[src/rtl/gcd_engine.sv]
// gcd_engine: iterative subtract-based greatest common divisor engine.
// One compare-and-subtract per clock in RUN; a zero operand skips RUN entirely
// and returns a_in|b_in. Synchronous active-high reset.
//
// Ports:
//   clk     - clock, rising edge
//   rst     - synchronous active-high reset
//   start   - request pulse, sampled only while idle
//   a_in    - operand A (unsigned), sampled with start
//   b_in    - operand B (unsigned), sampled with start
//   busy    - high from the cycle after an accepted start through the done cycle
//   done    - one-cycle completion pulse
//   result  - GCD of the accepted operands; held until the next completion
//   cycles  - RUN cycles of the last operation, saturating
//             (present only when GCD_CYCLE_COUNT_EN is defined)
//
// Optional feature macro: GCD_CYCLE_COUNT_EN (adds the cycles port and counter).

module gcd_engine #(
  parameter int unsigned WIDTH = 16
) (
  input  logic             clk,
  input  logic             rst,
  input  logic             start,
  input  logic [WIDTH-1:0] a_in,
  input  logic [WIDTH-1:0] b_in,
  output logic             busy,
  output logic             done,
  output logic [WIDTH-1:0] result
`ifdef GCD_CYCLE_COUNT_EN
  ,
  output logic [WIDTH-1:0] cycles
`endif
);

  localparam logic [1:0] S_IDLE = 2'd0;
  localparam logic [1:0] S_RUN  = 2'd1;
  localparam logic [1:0] S_DONE = 2'd2;

  logic [1:0]       state;
  logic [1:0]       state_nxt;
  logic [WIDTH-1:0] op_a;
  logic [WIDTH-1:0] op_b;
  logic [WIDTH-1:0] op_a_nxt;
  logic [WIDTH-1:0] op_b_nxt;
  logic [WIDTH-1:0] result_nxt;
  logic             busy_nxt;
  logic             done_nxt;
  logic             accept;

  assign accept = (state == S_IDLE) && start;

  // Next-state, datapath and registered-output next values.
  always_comb begin
    state_nxt  = state;
    op_a_nxt   = op_a;
    op_b_nxt   = op_b;
    result_nxt = result;
    busy_nxt   = busy;
    done_nxt   = 1'b0;
    case (state)
      S_IDLE: begin
        busy_nxt = 1'b0;
        if (start) begin
          busy_nxt = 1'b1;
          if ((a_in != '0) && (b_in != '0)) begin
            op_a_nxt  = a_in;
            op_b_nxt  = b_in;
            state_nxt = S_RUN;
          end else begin
            // gcd(0,x) = x and gcd(0,0) = 0, both covered by the OR.
            result_nxt = a_in | b_in;
            done_nxt   = 1'b1;
            state_nxt  = S_DONE;
          end
        end
      end
      S_RUN: begin
        if (op_a == op_b) begin
          result_nxt = op_a;
          done_nxt   = 1'b1;
          state_nxt  = S_DONE;
        end else if (op_a < op_b) begin
          op_b_nxt = op_b - op_a;
        end else begin
          op_a_nxt = op_a - op_b;
        end
      end
      S_DONE: begin
        busy_nxt  = 1'b0;
        state_nxt = S_IDLE;
      end
      default: begin
        busy_nxt  = 1'b0;
        state_nxt = S_IDLE;
      end
    endcase
  end

  // State and output registers; reset overrides any transition.
  always_ff @(posedge clk) begin
    if (rst) begin
      state  <= S_IDLE;
      op_a   <= '0;
      op_b   <= '0;
      result <= '0;
      busy   <= 1'b0;
      done   <= 1'b0;
    end else begin
      state  <= state_nxt;
      op_a   <= op_a_nxt;
      op_b   <= op_b_nxt;
      result <= result_nxt;
      busy   <= busy_nxt;
      done   <= done_nxt;
    end
  end

`ifdef GCD_CYCLE_COUNT_EN
  logic [WIDTH-1:0] cycles_nxt;

  // Cleared on accept, counts each RUN cycle, saturates at all-ones.
  always_comb begin
    cycles_nxt = cycles;
    if (accept) begin
      cycles_nxt = '0;
    end else if ((state == S_RUN) && (cycles != {WIDTH{1'b1}})) begin
      cycles_nxt = cycles + WIDTH'(1);
    end
  end

  always_ff @(posedge clk) begin
    if (rst) begin
      cycles <= '0;
    end else begin
      cycles <= cycles_nxt;
    end
  end
`else
  logic unused_accept;
  assign unused_accept = accept;
`endif

endmodule

[config.mk]
export PLATFORM = sky130hd
export DESIGN_NAME = gcd_engine
export DESIGN_NICKNAME = d
export VERILOG_FILES = /design/src/rtl/gcd_engine.sv
export SDC_FILE = /design/constraint.sdc
export NUM_CORES = 1
export LEC_CHECK = 0
export ABC_CLOCK_PERIOD_IN_PS = 2850
export CAP_MARGIN = 20
export CORE_ASPECT_RATIO = 1.5
export CORE_MARGIN = 8
export CORE_UTILIZATION = 51
export CTS_CLUSTER_SIZE = 24
export DETAILED_ROUTE_END_ITERATION = 6
export GPL_ROUTABILITY_DRIVEN = 0
export PLACE_DENSITY = 0.77
export SKIP_LAST_GASP = 1
export SYNTH_ARGS = -nofsm -noshare
export SYNTH_HDL_FRONTEND = slang
export SYNTH_SLANG_ARGS = --single-unit
[constraint.sdc]
create_clock -name clk -period 2.85 [get_ports clk]
set_clock_uncertainty 0.2 [all_clocks]
set_input_delay 0.57 -clock clk [delete_from_list [all_inputs] [get_ports clk]]
set_output_delay 0.57 -clock clk [all_outputs]
set_load 0.01 [all_outputs]
==> flow_summary_export.csv <==
group,metric,value,unit
outcome,outcome,"complete, but fails checks",
outcome,violations,"setup timing",
final_layout,fin_nets,682,
flow_run,maxCapViolCount,0,
floorplanning,initial_core_util,51.4,%
floorplanning,die_h,125,um
clocking,cts_buffers,5,
clocking,clock_latency,0.30,ns
min_path,holdCritPathClass,"reg2reg",
timing,fmax,0.340,GHz
power_and_ir_drop,p_int,2.28,mW
synth,syn-num-nets,591,
synth,ys_warn_count,0,
final_layout,drive_gt1_share,20.2,%
timing,maxSlewHeadroom,66.1,%
power_and_ir_drop,p_leak,2.09,nW
synth,synthMuxAreaShare,0.558,%
timing,post-route-period-util,103,%
final_layout,fin_area,5340,um2
worst_setup_path,crit_path_end_kind,"register",
placement,io_buffers,52,
drt,viasPerCell,6.35,
synth,yosysTopAreaCell,"dfxtp_1",
global_routing,grt_pass1_vias,4480,
timing,setup_viol_count_final,4,
synth,synth_top_family_by_area,"compound AO/OA/AOI/OAI gates",
clocking,cts.htree.levels,2,
synth,synthXorXnorAreaFrac,3.25,%
clocking,clkTransAtPathRegs,0.08,ns
timing,rsz0062_at_grt,"yes",
clocking,cts_root_buf,"clkbuf_16",
synth,synth_cells,523,
worst_setup_path,critPathArrivalTime,2.98,ns
synth,synth-edff-count,0,
synth,synth-compound-area-share,32.2,%
global_routing,overflow,0,
synth,synthArstFlopShare,0,%
timing,hold_viol,0,
clocking,cts.sinks,52,
global_routing,grt_max_degree,37,
power_and_ir_drop,power_frac_comb,62.7,%
timing,whs,0.290,ns
drt,ant_nets,0,
power_and_ir_drop,ir_worst_vdd,0.526,mV
floorplanning,coreArea,7860,um2
synth,avgSynthCellArea,7.72,um2
drt,drt-wirelength-per-cell,20.4,um
synth,synth.ff_latch_count,52,
timing,period_needed,2.94,ns
drt,drt_wl_total,14700,um
floorplanning,die-area,11100,um2
global_routing,antenna_found_initial,0,
worst_setup_path,cp_max_fo,26,
global_routing,grt.total_usage,26.0,%
floorplanning,io_pins,53,
floorplanning,rows,40,
clocking,cts_hold_buffers,0,
worst_setup_path,path_class,"reg2reg",
synth,synthDistinctLibCells,65,
power_and_ir_drop,power.total,4.13,mW
clocking,cts_tree,"built",
drt,vias,4569,
timing,worst_slew_pin_slew,0.509,ns
worst_setup_path,start_kind,"register",
power_and_ir_drop,p_per_area,773,nW/um2
synth,synth_area_leaders,"dfxtp_1 (26%), ha_1 (9.6%), a21oi_1 (6.4%)",
synth,synth_adder_area_share,10.6,%
synth,synthSimpleGateAreaFrac,19.4,%
placement,place_area,5000,um2
power_and_ir_drop,power.share.sequential,21.9,%
synth,yosys_most_used_dff,"dfxtp_1",
drt,dr.pass1.iters,6,
drt,drc_errors,0,
worst_setup_path,required,2.89,ns
power_and_ir_drop,clockPowerShare,15.4,%
placement,dpl.hpwl,10700,um
final_layout,antenna_cells,0,
global_routing,grt_pass1_wl,22400,um
timing,slew_violations,0,
synth,seq_area_frac_synth,25.8,%
power_and_ir_drop,switching_share,44.9,%
clocking,max-clock-path-buffers,2,
final_layout,syn2layout_area_growth,32.2,%
floorplanning,die_x,88.7,um
synth,syn_area,4040,um2
power_and_ir_drop,power.switching,1.86,mW
synth,synth_top_area_share,25.8,%
drt,drt-initial-drc-count,418,
timing,fin_ws,-0.0935,ns
[final timing paths]
kind,startpoint,end,slack (ns),depth (start not counted)
worst min register to register,result[6]$_SDFFE_PP0P_,result[6]$_SDFFE_PP0P_,0.29,2
worst max register to register,op_a[13]$_SDFFE_PP0P_,result[11]$_SDFFE_PP0P_,-0.09,10
worst min-delay path,result[6]$_SDFFE_PP0P_,result[6]$_SDFFE_PP0P_,0.29,2
worst max-delay path,op_a[13]$_SDFFE_PP0P_,result[11]$_SDFFE_PP0P_,-0.09,10
[metal layers]
metal	up-vias	global-route usage, %	routed length, um
met2	274	43.8	7260
met4	0	21.7	1220
met1	2138	26.9	5150
met5	-	0	0
met3	81	3.87	1100
li1	2076	-	-
[per-stage QoR]
stage	worst slack (ns)	instances	util [%]	TNS, ns
global placement	-0.258	705	63.6	-1.23
CTS	0.00439	715	66.4	0
floorplan	0.161	523	-	0
finish	-0.0935	720	68.0	-0.176
global route	-0.146	720	68.0	-0.921
detailed placement	-0.240	705	63.6	-1.64
[area by class of cell]
type                       instances  area (um2)
sequential                        52        1040
inverter                          37         139
fill                             637        2520
timing repair buffer             119        1050
tap                              105         131
clock inverter                     3        22.5
multi-input combinational        399        2830
clock buffer                       5         125
[placed cells by master (no fill, tap or decap), drive strengths merged, types with 3 or more instances in the layout]
master,netlist,routed
a21boi,3,3
o21ai,30,30
o311ai,3,3
xor2,6,6
nand2,43,44
o22ai,3,3
nor2b,8,8
nor2,48,48
a311oi,7,7
clkdlybuf4s50,0,51
a211oi,39,39
a21oi,54,54
and2,3,4
or3,4,4
nand2b,4,4
inv,37,38
nor3,25,25
nand4,8,8
dfxtp,52,52
o31a,3,3
o21a,7,7
buf,17,68
ha,31,31
nor4,9,9
nand3,6,6
a31oi,10,10
xnor2,9,9
a21o,6,6
o21bai,3,3
clkbuf,20,5
[Yosys cell counts (2+ instances only)]
master / instances
a21oi_1: 52
dfxtp_1: 52
nor2_1: 48
nand2_1: 42
inv_1: 37
a211oi_1: 32
ha_1: 31
nor3_1: 25
clkbuf_1: 19
o21ai_0: 14
o21ai_1: 14
a31oi_1: 10
buf_2: 10
nor4_1: 9
xnor2_1: 9
nor2b_1: 8
nand4_1: 7
o21a_1: 7
a21o_1: 6
nand3_1: 6
xor2_1: 6
a211oi_2: 5
a311oi_1: 5
buf_4: 4
or3_1: 4
buf_6: 3
nand2b_1: 3
o21bai_1: 3
o22ai_1: 3
o31a_1: 3
a211oi_4: 2
a21oi_2: 2
a221oi_2: 2
a311oi_2: 2
and2_1: 2
and3_1: 2
fa_1: 2
mux2_2: 2
nand3b_1: 2
o21ai_2: 2
o31ai_1: 2
[flip-flops by register name, summed over array words and instances (netlist names)]
name and flops:
busy 1, done 1, op_a 16, op_b 16, result 16, state 2
[power by group through the flow]
stage | clock [mW] | sequential, mW | combinational, mW
5_1_grt | 0.662 | 0.914 | 2.77
4_1_cts | 0.636 | 0.900 | 2.41
3_5_place_dp | 0 | 0.917 | 2.34
3_3_place_gp | 0 | 0.910 | 2.27
6_report | 0.637 | 0.906 | 2.59
2_1_floorplan | 0 | 0.896 | 1.64
[kinds of logic after synthesis]
kind of cell	count (synthesis)
compound gates	183
simple gates	164
buf+inv	74
flops	52
fa+ha+maj	33
xor+xnor	15
mux	2
[worst max-delay path: stages (launching register included)]
cell and delay, ns:
dfxtp_1 0.43, inv_1 0.09, ha_1 0.36, nand4_1 0.28, nor4_1 0.39, and2_1 0.22
o21ai_2 0.13, buf_12 0.19, a211oi_1 0.41, a21oi_1 0.08, nor2_1 0.09
[what timing repair did]
item	in CTS	in global routing
pin swaps	1	6
resized for setup	9	15
cloned	0	2
setup endpoints to repair	9	41
buffers inserted	2	3
hold endpoints to repair	0	0
Note: power is estimated with default switching activity, not from simulation.
